--- config.mk ---
export PLATFORM = sky130hd
export DESIGN_NAME = mux_rr_nto1
export DESIGN_NICKNAME = d
export VERILOG_FILES = /design/src/rtl/mux_pkg.sv /design/src/rtl/rr_arbiter.sv /design/src/rtl/mux_rr_nto1.sv
export SDC_FILE = /design/constraint.sdc
export NUM_CORES = 1
export LEC_CHECK = 0
export BUFFER_PORTS_ARGS = -buffer_cell sky130_fd_sc_hd__buf_2
export CORE_AREA = 2 2 64 66
export CTS_BUF_LIST = sky130_fd_sc_hd__clkbuf_8
export DETAILED_ROUTE_END_ITERATION = 16
export DIE_AREA = 0 0 66 68
export PLACE_DENSITY = 0.65
export SYNTH_ARGS = -nofsm -noshare
export SYNTH_HDL_FRONTEND = slang
export SYNTH_SLANG_ARGS = --single-unit
--- constraint.sdc ---
create_clock -name clk -period 4.7 [get_ports clk]
set_clock_uncertainty 0.05 [all_clocks]
set_input_delay 0.94 -clock clk [delete_from_list [all_inputs] [get_ports clk]]
set_output_delay 0.94 -clock clk [all_outputs]
set_load 0.05 [all_outputs]
--- src/rtl/mux_pkg.sv ---
// Shared types for the N:1 round-robin / fixed-select channel multiplexer.
package mux_pkg;

  typedef enum logic {
    MODE_RR    = 1'b0,
    MODE_FIXED = 1'b1
  } mux_mode_t;

endpackage

--- src/rtl/rr_arbiter.sv ---
// Combinational round-robin arbiter: grants the first requester at or after ptr,
// wrapping modulo N.
module rr_arbiter #(
  parameter int unsigned N = 4,
  localparam int unsigned SEL_W = $clog2(N)
) (
  input  logic [N-1:0]     req,
  input  logic [SEL_W-1:0] ptr,
  output logic [N-1:0]     grant,
  output logic [SEL_W-1:0] gnt_idx,
  output logic             gnt_any
);

  logic [SEL_W-1:0] cand;

  always_comb begin
    grant   = '0;
    gnt_idx = '0;
    gnt_any = 1'b0;
    cand    = '0;
    for (int unsigned k = 0; k < N; k++) begin
      cand = SEL_W'((32'(ptr) + k) % N);
      if (!gnt_any && req[cand]) begin
        grant[cand] = 1'b1;
        gnt_idx     = cand;
        gnt_any     = 1'b1;
      end
    end
  end

endmodule

--- src/rtl/mux_rr_nto1.sv ---
// N:1 valid/ready channel multiplexer with round-robin or fixed-select arbitration
// feeding a single registered output stage.
module mux_rr_nto1
  import mux_pkg::*;
#(
  parameter int unsigned N     = 4,
  parameter int unsigned WIDTH = 8,
  localparam int unsigned SEL_W = $clog2(N)
) (
  input  logic                 clk,
  input  logic                 rst_n,
  input  logic                 mode,
  input  logic [SEL_W-1:0]     sel,
  input  logic [N-1:0]         in_valid,
  input  logic [N*WIDTH-1:0]   in_data,
  output logic [N-1:0]         in_ready,
  output logic                 out_valid,
  output logic [WIDTH-1:0]     out_data,
  output logic [SEL_W-1:0]     out_ch,
  input  logic                 out_ready
);

  logic [N-1:0]     rr_grant, fix_grant, grant;
  logic [SEL_W-1:0] rr_idx, fix_idx, gnt_idx, ptr_nxt;
  logic             rr_any, fix_any, gnt_any;
  logic             load, xfer;
  logic [WIDTH-1:0] gnt_data;

  logic             out_valid_q;
  logic [WIDTH-1:0] out_data_q;
  logic [SEL_W-1:0] out_ch_q;
  logic [SEL_W-1:0] ptr_q;

  rr_arbiter #(
    .N (N)
  ) u_rr_arbiter (
    .req     (in_valid),
    .ptr     (ptr_q),
    .grant   (rr_grant),
    .gnt_idx (rr_idx),
    .gnt_any (rr_any)
  );

  // sel values beyond N-1 match no channel, so they yield no grant.
  always_comb begin
    fix_grant = '0;
    fix_idx   = sel;
    fix_any   = 1'b0;
    for (int unsigned i = 0; i < N; i++) begin
      if (sel == SEL_W'(i) && in_valid[i]) begin
        fix_grant[i] = 1'b1;
        fix_any      = 1'b1;
      end
    end
  end

  always_comb begin
    if (mux_mode_t'(mode) == MODE_FIXED) begin
      grant   = fix_grant;
      gnt_idx = fix_idx;
      gnt_any = fix_any;
    end else begin
      grant   = rr_grant;
      gnt_idx = rr_idx;
      gnt_any = rr_any;
    end
  end

  always_comb begin
    gnt_data = '0;
    for (int unsigned i = 0; i < N; i++) begin
      if (grant[i]) gnt_data = in_data[i*WIDTH +: WIDTH];
    end
  end

  // No input is accepted while reset is asserted.
  assign load     = ~out_valid_q | out_ready;
  assign xfer     = gnt_any & load & rst_n;
  assign in_ready = grant & {N{load & rst_n}};
  assign ptr_nxt  = (gnt_idx == SEL_W'(N - 1)) ? '0 : gnt_idx + 1'b1;

  always_ff @(posedge clk or negedge rst_n) begin
    if (!rst_n) begin
      out_valid_q <= 1'b0;
      out_data_q  <= '0;
      out_ch_q    <= '0;
      ptr_q       <= '0;
    end else if (xfer) begin
      out_valid_q <= 1'b1;
      out_data_q  <= gnt_data;
      out_ch_q    <= gnt_idx;
      ptr_q       <= ptr_nxt;
    end else if (out_ready) begin
      out_valid_q <= 1'b0;
    end
  end

  assign out_valid = out_valid_q;
  assign out_data  = out_data_q;
  assign out_ch    = out_ch_q;

endmodule

==> results.py, run 1 <==
metrics = {
    "layout": {
        "final_cell_area_sq_um": 1800,
        "antenna_cells": 0,
        "drive_above_1_share": 0.338,
        "synthToLayoutAreaGrowth_pct": 24.7,
        "mostFrequentLayoutCells": "56 x buf_2, 34 x nand2_1, 17 x o211ai_1, 13 x dfrtp_1",
        "nets": 275,
        "final_common_cell": "buf_2",
    },
    "route": {
        "drt_iter0_drc": 107,
        "vias": 1548,
        "antenna_left": 0,
        "wl_per_cell_um": 14.4,
        "wl_um": 3970,
        "drc_errors": 0,
        "first_pass_iters": 4,
        "drt-vias-per-instance": 5.63,
    },
    "logic_synthesis": {
        "ys_warn_count": 0,
        "synth-edff-count": 0,
        "syn_avg_cell_area_sq_um": 8.39,
        "ys_ff_latch": 13,
        "syn_area_sq_um": 1440,
        "syn_nets": 221,
        "syn_inst": 172,
        "synth_ff_type": "dfrtp_1",
        "netlist_top_cells_area": "dfrtp_1 23%, nand2_1 8.8%, o211ai_1 8.8%",
        "yosysTopAreaCellShare": 0.225,
        "ys_seq_area_frac": 0.225,
        "synthArstFlopShare": 1.00,
        "synth.largest_area_cell": "dfrtp_1",
        "netlist-cell-type-count": 46,
    },
    "sta": {
        "timing.hold.ws_ns": 0.419,
        "clock.fmax_ghz": 0.240,
        "hold_viol": 0,
        "rsz0062_at_grt": "no",
        "timing.final.crit_share": 0.886,
        "setup_viol": 0,
        "max_slew.worst_pin.slew_ns": 0.646,
        "slew_violations": 0,
        "relSlewSlack": 0.567,
        "setup_tns_ns": 0,
        "layout_setup_ws_ns": 0.534,
        "min_period_ns": 4.17,
    },
    "min_path": {
        "hp-start": "out_ch[1]$_DFFE_PN0P_",
        "whs_path_depth": 2,
        "hp-class": "reg2reg",
        "whs_endpoint": "out_ch[1]$_DFFE_PN0P_",
    },
    "placement": {
        "io_buffers": 56,
        "place_ws_ns": 0.559,
        "gp_congestion": 0.914,
        "dp_hpwl_um": 3170,
        "dpl-instance-area_sq_um": 1750,
    },
    "global_routing": {
        "antenna_found_initial": 0,
        "grt_usage": 0.174,
        "grt_first_pass_wirelength_um": 6150,
        "grt_max_degree": 17,
        "grt_overflow": 0,
        "grt_pass1_vias": 1235,
    },
    "pwr": {
        "p_sw_mw": 0.585,
        "power.leakage_nw": 0.819,
        "vdd_ir_drop_max_uv": 243,
        "p_clk_frac": 0.088,
        "combPwrFrac": 0.732,
        "switching_share": 0.547,
        "power_per_cell_area_nw_per_um2": 594,
        "p_int_mw": 0.485,
        "seqPwrFrac": 0.179,
    },
    "clocking": {
        "cts_resized": 0,
        "clockRootBuffer": "clkbuf_8",
        "clock-sinks": 13,
        "cts_hold_buf": 0,
        "path_clk_slew_ns": 0.05,
        "post_cts_buffers": 0,
        "htree_levels": 1,
        "clock_latency_ns": 0.23,
        "clk_path_buf_depth": 2,
        "cts_tree": "yes",
        "numCtsBuffers": 3,
    },
    "worst_setup_path": {
        "critPathSlowestCell": "mux4_2",
        "crit_type": "in2out",
        "critPathCaptureType": "output pin",
        "crit_top_cell": "buf_2",
        "worstPathCellList": "buf_2 > mux4_2 > nor4b_4 > nand2_1 > a32oi_2 > nor2b_1 > buf_2",
        "r2r_end": "out_data[6]$_DFFE_PN0P_",
        "worstRegToRegCells": 8,
        "reg2reg_from": "ptr_q[1]$_DFFE_PN0P_",
        "worstPathArrival_ns": 3.18,
        "crit_fanout": 12,
        "reg2reg_slack_ns": 1.70,
        "critPathRequiredTime_ns": 3.71,
        "critPathMaxStageDelay_ns": 0.60,
        "cp-start-kind": "input pin",
    },
    "outcome": {
        "status": "finished clean",
    },
    "floorplanning": {
        "initial_utilization": 0.374,
        "pin_count": 57,
        "core_area_sq_um": 3860,
        "die_w_um": 66,
        "dieArea_sq_um": 4490,
        "core.rowCount": 23,
        "die_y_um": 68,
    },
    "job": {
        "max_cap_violations": 0,
    },
}
## worst max-delay path by stage
stage | start | endpoint | slack, ns | cells past startpoint
after global placement | in_valid[2] | in_ready[0] | 0.58 | 7
final | in_valid[2] | in_ready[0] | 0.53 | 7
after floorplan | in_valid[0] | in_ready[0] | 0.42 | 6
after detailed placement | in_valid[2] | in_ready[0] | 0.56 | 7
after global routing | in_valid[2] | in_ready[0] | 0.42 | 7
after CTS | in_valid[2] | in_ready[0] | 0.55 | 7
## critical path, delay by kind of cell
kind,cells,cell delay (ns)
AOI/OAI and AO/OA,1,0.42
buffers and inverters,2,0.43
muxes,1,0.60
and+or+nand+nor,3,0.77
## per-stage QoR
step / instances / util / total power, mW
global route: 275 / 0.467 / 1.14
detailed placement: 271 / 0.455 / 0.973
CTS: 275 / 0.467 / 1.07
global placement: 271 / 0.455 / 0.972
floorplan: 172 / - / 0.806
finish: 275 / 0.467 / 1.07
## kinds of logic after synthesis
logic type / Yosys count / synth area share
mux: 7 / 0.0841
compound gates: 61 / 0.329
flops: 13 / 0.225
fa+ha+maj: 7 / 0.0607
xor+xnor: 1 / 0.00607
simple gates: 67 / 0.239
buf+inv: 16 / 0.0555
## power by group through the flow
stage                     Combinational [mW]  Clock (mW)  Sequential [mW]
after floorplan                        0.445           0            0.360
after global placement                 0.779           0            0.193
after detailed placement               0.780           0            0.193
after CTS                              0.782      0.0961            0.193
after global routing                   0.844      0.0995            0.200
final                                  0.783      0.0946            0.192
## layer usage
| metal | part of all wire | wire length (um) | vias to the layer above | GRT usage |
|---|---|---|---|---|
| li1 | - | - | 769 | - |
| met1 | 0.48 | 1920 | 718 | 0.277 |
| met2 | 0.45 | 1780 | 59 | 0.251 |
| met3 | 0.059 | 236 | 2 | 0.0164 |
| met4 | 0.0073 | 29 | 0 | 0.0383 |
| met5 | 0 | 0 | - | 0 |
## sequential cells by signal, summed over array words and instances, names as in the netlist
name,flops
ptr_q,2
out_data,8
out_ch,2
out_valid,1
## Yosys cell counts, types with 2 or more instances
cell / n
o21ai_1: 3
nor2_1: 6
nand2b_1: 3
a32o_1: 2
and3_1: 2
inv_1: 5
mux2i_1: 2
a311oi_1: 8
nand3b_1: 2
clkbuf_1: 5
nand2_1: 34
o21a_1: 2
o221ai_1: 2
o211ai_1: 17
a21o_1: 2
buf_2: 4
buf_6: 2
o21ai_0: 5
dfrtp_1: 13
nor2b_1: 2
ha_1: 7
a21oi_1: 9
nand3_1: 9
mux4_2: 4
## final cells by class
| class | instances | area (sq um) |
|---|---|---|
| Fill cell | 389 | 2060 |
| Multi-Input combinational cell | 143 | 1040 |
| Sequential cell | 13 | 325 |
| Timing Repair Buffer | 60 | 310 |
| Tap cell | 50 | 62.6 |
| Clock buffer | 3 | 41.3 |
| Inverter | 5 | 18.8 |
| Clock inverter | 1 | 3.75 |
Power figures use the tool's default switching activity.
==> inputs of run 2 (changes only) <==
ABC_AREA = 1   (was default)
CORE_AREA = 2 2 66 68   (was 2 2 64 66)
DIE_AREA = 0 0 68 70   (was 0 0 66 68)
PLACE_DENSITY = 0.66   (was 0.65)
clock period = 4.1 ns   (was 4.7 ns; I/O delays follow)
==> results.py, run 2 <==
metrics = {
    "sta": {
        "relSlewSlack": 0.524,
        "setup_tns_ns": 0,
        "hold_viol": 0,
        "timing.final.crit_share": 0.842,
        "rsz0062_at_grt": "no",
        "min_period_ns": 3.45,
        "slew_violations": 0,
        "setup_viol": 0,
        "timing.hold.ws_ns": 0.413,
        "max_slew.worst_pin.slew_ns": 0.706,
        "clock.fmax_ghz": 0.290,
    },
    "placement": {
        "io_buffers": 56,
        "gp_congestion": 0.990,
        "dp_hpwl_um": 3520,
    },
    "floorplanning": {
        "die_y_um": 70,
        "dieArea_sq_um": 4760,
        "initial_utilization": 0.382,
        "die_w_um": 68,
        "pin_count": 57,
        "core.rowCount": 24,
        "core_area_sq_um": 4140,
    },
    "global_routing": {
        "grt_max_degree": 18,
        "antenna_found_initial": 0,
        "grt_usage": 0.192,
        "grt_overflow": 0,
        "grt_pass1_vias": 1678,
        "grt_first_pass_wirelength_um": 7150,
    },
    "worst_setup_path": {
        "crit_type": "reg2out",
        "crit_fanout": 9,
        "critPathCaptureType": "output pin",
        "critPathRequiredTime_ns": 3.23,
        "worstPathArrival_ns": 2.58,
        "crit_top_cell": "inv_1",
        "worstPathCellList": "inv_1 > ha_1 > inv_1 > nand3_1 > nand2_1 > nor2_4 > a21oi_1 > nand3_2 > nand2_2 > nor2_1 > buf_2",
        "critPathMaxStageDelay_ns": 0.52,
        "crit_buf_inv": 3,
        "critPathTopFamily": "simple AND/OR/NAND/NOR gates",
        "cp-start-kind": "flip-flop",
        "critPathSlowestCell": "dfrtp_1",
    },
    "route": {
        "wl_um": 4330,
        "drt_iter0_drc": 119,
        "drc_errors": 0,
        "antenna_left": 0,
        "drt-vias-per-instance": 4.76,
        "first_pass_iters": 4,
        "vias": 1785,
        "wl_per_cell_um": 11.5,
    },
    "outcome": {
        "status": "finished clean",
    },
    "clocking": {
        "cts_resized": 0,
        "htree_levels": 1,
        "post_cts_buffers": 0,
        "clock-sinks": 13,
        "cts_hold_buf": 0,
        "clock_latency_ns": 0.24,
        "clockRootBuffer": "clkbuf_8",
        "numCtsBuffers": 3,
        "path_clk_slew_ns": 0.06,
        "clk_path_buf_depth": 2,
        "cts_tree": "yes",
    },
    "logic_synthesis": {
        "yosysTopAreaCellShare": 0.235,
        "syn_nets": 317,
        "ys_warn_count": 0,
        "netlist_top_cells_area": "nand2_1 23%, dfrtp_1 21%, nand3_1 10%",
        "synth_commonest_cells": "99 x nand2_1, 33 x inv_1, 32 x nand3_1",
        "syn_area_sq_um": 1580,
        "syn_inst": 268,
        "synth.most_common_cell": "nand2_1",
        "ys_seq_area_frac": 0.205,
        "ys_ff_latch": 13,
        "synth.largest_area_cell": "nand2_1",
        "synth-edff-count": 0,
        "synthArstFlopShare": 1.00,
        "netlist-cell-type-count": 28,
        "syn_avg_cell_area_sq_um": 5.91,
        "synth_ff_type": "dfrtp_1",
    },
    "pwr": {
        "power_per_cell_area_nw_per_um2": 723,
        "p_sw_mw": 0.852,
        "vdd_ir_drop_max_uv": 293,
        "combPwrFrac": 0.752,
        "switching_share": 0.606,
        "p_int_mw": 0.554,
        "p_clk_frac": 0.079,
        "seqPwrFrac": 0.169,
        "power.leakage_nw": 1.22,
    },
    "layout": {
        "antenna_cells": 0,
        "final_common_cell": "nand2_1",
        "nets": 373,
        "largest_reg_flops": 8,
        "drive_above_1_share": 0.285,
        "synthToLayoutAreaGrowth_pct": 22.7,
        "nFillCells": 438,
        "mostFrequentLayoutCells": "99 x nand2_1, 56 x buf_2, 34 x inv_1, 32 x nand3_1, 13 x dfrtp_1",
    },
    "job": {
        "max_cap_violations": 0,
    },
    "min_path": {
        "hp-class": "in2async",
    },
}
[run 2: cell count changes in the layout (fill, tap and decap cells not counted), sizes merged, moves of 5 or more]
cell	previous run	this run
nand3	9	37
clkinv	0	9
a311oi	8	0
inv	6	40
o211ai	17	0
nand2	35	113
nor2	6	13
nand4	0	5
[run 2: logic make-up after synthesis]
| logic type | Yosys count | synth area share |
|---|---|---|
| fa+ha+maj | 7 | 0.0553 |
| flops | 13 | 0.205 |
| simple gates | 175 | 0.531 |
| compound gates | 20 | 0.0758 |
| buf+inv | 53 | 0.133 |
[run 2: power groups by stage]
stage,logic [mW],registers [mW],clock network [mW]
after CTS,1.06,0.239,0.113
final,1.06,0.238,0.111
after floorplan,0.672,0.409,0
after global placement,1.05,0.240,0
after global routing,1.17,0.246,0.117
after detailed placement,1.06,0.241,0
[run 2: layout make-up]
| cell class | count | area (sq um) | area share |
|---|---|---|---|
| clock buffers | 3 | 41.3 | 0.0212 |
| clock inverters | 1 | 3.75 | 0.00193 |
| inverters | 48 | 180 | 0.0927 |
| multi-input cells | 202 | 1050 | 0.539 |
| flip-flops and latches | 13 | 325 | 0.167 |
| well taps | 52 | 65.1 | 0.0335 |
| repair buffers | 56 | 280 | 0.144 |
[run 2: path summary, 6_finish.rpt]
kind,cells after the start,slack [ns],startpoint,endpoint
min reg2reg,2,0.42,out_data[1]$_DFFE_PN0P_,out_data[1]$_DFFE_PN0P_
max,11,0.65,ptr_q[1]$_DFFE_PN0P_,in_ready[1]
min in group clk,2,0.42,out_data[1]$_DFFE_PN0P_,out_data[1]$_DFFE_PN0P_
max in group asynchronous,1,3.35,rst_n,out_data[4]$_DFFE_PN0P_
max reg2reg,13,1.35,ptr_q[1]$_DFFE_PN0P_,out_data[2]$_DFFE_PN0P_
min,1,0.41,rst_n,out_data[3]$_DFFE_PN0P_
[run 2: routing by layer]
metal  wire length (um)  global-route usage
met3                258              0.0419
met5                  0                   0
met4                 74              0.0311
met1               1890               0.233
met2               2100               0.342
[run 2: metrics by stage]
stage                     instances  power (mW)  cell area (sq um)  utilization  worst slack [ns]
final                           375        1.41               1940        0.469             0.648
after global routing            375        1.54               1940        0.469             0.400
after CTS                       375        1.41               1940        0.469             0.650
after detailed placement        371        1.30               1900        0.458             0.897
after global placement          371        1.29               1900        0.458             0.897
after floorplan                 268        1.08               1580            -             0.783
==> inputs of run 3 (changes only) <==
PLACE_DENSITY = 0.68   (was 0.66)
clock period = 2.9 ns   (was 4.1 ns; I/O delays follow)
==> results.py, run 3 (synthesis results as in run 2) <==
metrics = {
    "worst_setup_path": {
        "startpoint": "ptr_q[0]$_DFFE_PN0P_",
        "worstRegToRegCells": 16,
        "reg2reg_slack_ns": 0.75,
        "r2r_end": "out_data[1]$_DFFE_PN0P_",
        "cp-start-kind": "flip-flop",
        "worstPathCellList": "inv_2 > buf_4 > nand2_1 > nand3_2 > nand2_4 > nor2_8 > nand2_4 > inv_2 > nand2_1 > nand3_4 > nand2_4 > nor2_2 > buf_6",
        "crit_top_cell": "nand2_4",
        "critPathMaxStageDelay_ns": 0.39,
        "crit_type": "reg2out",
        "critPathRequiredTime_ns": 2.27,
        "critPathSlowestCell": "dfrtp_1",
        "crit_buf_inv": 4,
        "worstPathArrival_ns": 2.11,
        "reg2reg_from": "ptr_q[0]$_DFFE_PN0P_",
        "critPathCaptureType": "output pin",
        "critPathTopFamily": "simple AND/OR/NAND/NOR gates",
        "crit_path_end": "in_ready[2]",
        "crit_fanout": 9,
        "crit_cells": 13,
    },
    "route": {
        "wl_met2_um": 1770,
        "wl_per_cell_um": 10.6,
        "drc_errors": 0,
        "first_pass_iters": 4,
        "drt_iter0_drc": 75,
        "m1WireLength_um": 2070,
        "wl_met3_um": 191,
        "wl_um": 4080,
        "antenna_left": 0,
        "drt-vias-per-instance": 4.55,
        "maxUsedRoutingLayer": "met4",
        "vias": 1743,
    },
    "sta": {
        "setup_viol": 0,
        "timing.final.crit_share": 0.943,
        "setup_tns_ns": 0,
        "rsz0062_at_grt": "no",
        "clock.fmax_ghz": 0.366,
        "relSlewSlack": 0.761,
        "min_period_ns": 2.74,
        "hold_viol": 0,
        "timing.hold.ws_ns": 0.236,
        "layout_setup_ws_ns": 0.164,
        "max_slew.worst_pin.slew_ns": 0.357,
        "slew_violations": 0,
    },
    "layout": {
        "mostFrequentLayoutCells": "99 x nand2_1, 54 x buf_2, 33 x inv_1, 32 x nand3_1, 13 x dfrtp_1",
        "nFillCells": 440,
        "synthToLayoutAreaGrowth_pct": 28.8,
        "drive_above_1_share": 0.320,
        "nets": 381,
        "final_common_cell": "nand2_1",
        "antenna_cells": 0,
        "largest_reg_flops": 8,
        "utilization": 0.492,
        "final_cell_area_sq_um": 2040,
    },
    "floorplanning": {
        "die_y_um": 70,
        "die_w_um": 68,
        "pin_count": 57,
        "initial_utilization": 0.382,
        "core.rowCount": 24,
        "core_area_sq_um": 4140,
        "dieArea_sq_um": 4760,
    },
    "min_path": {
        "hp-class": "in2async",
    },
    "global_routing": {
        "grt_usage": 0.182,
        "grt_overflow": 0,
        "grt_max_degree": 17,
        "antenna_found_initial": 0,
        "grt_first_pass_wirelength_um": 6870,
        "grt_pass1_vias": 1637,
    },
    "pwr": {
        "power.leakage_nw": 1.26,
        "vdd_ir_drop_max_uv": 425,
        "power_per_cell_area_nw_per_um2": 1020,
    },
    "clocking": {
        "clk_path_buf_depth": 2,
        "htree_levels": 1,
        "path_clk_slew_ns": 0.05,
        "numCtsBuffers": 3,
        "clockRootBuffer": "clkbuf_8",
        "clock_latency_ns": 0.24,
        "clock-sinks": 13,
        "cts_tree": "yes",
    },
    "job": {
        "max_cap_violations": 0,
    },
    "placement": {
        "gp_congestion": 0.872,
        "place_ws_ns": 0.226,
        "io_buffers": 56,
        "dpl-instance-area_sq_um": 1970,
        "dp_hpwl_um": 3390,
    },
    "outcome": {
        "status": "finished clean",
    },
}
==> run 3: cell types whose count changed in the layout (fill, tap and decap cells not counted) <==
cell / change
buf_4: +9
nor2_1: -4
nor2_2: +4
buf_2: -2
buf_6: +1
ha_1: -1
ha_4: +1
inv_1: -1
inv_2: +1
nand2_2: -1
nand2_4: +1
==> run 3: how the worst min path moves through the flow <==
stage	endpoint	slack, ns	cells past startpoint
2_1_floorplan	out_ch[0]$_DFFE_PN0P_	0.23	0
3_3_place_gp	out_data[2]$_DFFE_PN0P_	0.41	2
3_5_place_dp	out_data[6]$_DFFE_PN0P_	0.42	2
4_1_cts	out_ch[0]$_DFFE_PN0P_	0.24	2
5_1_grt	out_data[2]$_DFFE_PN0P_	0.24	2
6_report	out_ch[0]$_DFFE_PN0P_	0.24	2
==> run 3: final cells by class <==
cell class	instances	area (sq um)	share of cell area
flip-flops and latches	13	325	0.159
repair buffers	64	349	0.171
multi-input cells	202	1080	0.527
clock inverters	1	3.75	0.00184
clock buffers	3	41.3	0.0202
inverters	48	180	0.0883
well taps	52	65.1	0.0319
==> run 3: per-stage QoR <==
| stage | power [mW] | std cells |
|---|---|---|
| floorplan | 1.53 | 268 |
| global placement | 1.88 | 379 |
| detailed placement | 1.89 | 379 |
| CTS | 2.05 | 383 |
| global route | 2.28 | 383 |
| finish | 2.08 | 383 |
==> run 3: metal layers <==
layer,vias up,track usage
met2,51,0.291
met4,0,0.0556
met3,8,0.0145
met5,-,0
li1,953,-
met1,731,0.257
==> run 3: repair_timing <==
item	4_1_cts	5_1_grt
endpoints found under the hold margin	0	0
hold buffers	0	0
gates cloned	0	0
resized for setup	2	4
setup buffers	0	0
endpoints found under the setup margin	2	4
==> run 3: power by group <==
| group | switching, mW | internal, mW |
|---|---|---|
| Sequential | 0.0418 | 0.265 |
| Combinational | 1.12 | 0.501 |
| Clock | 0.0595 | 0.0931 |
| Total | 1.22 | 0.859 |
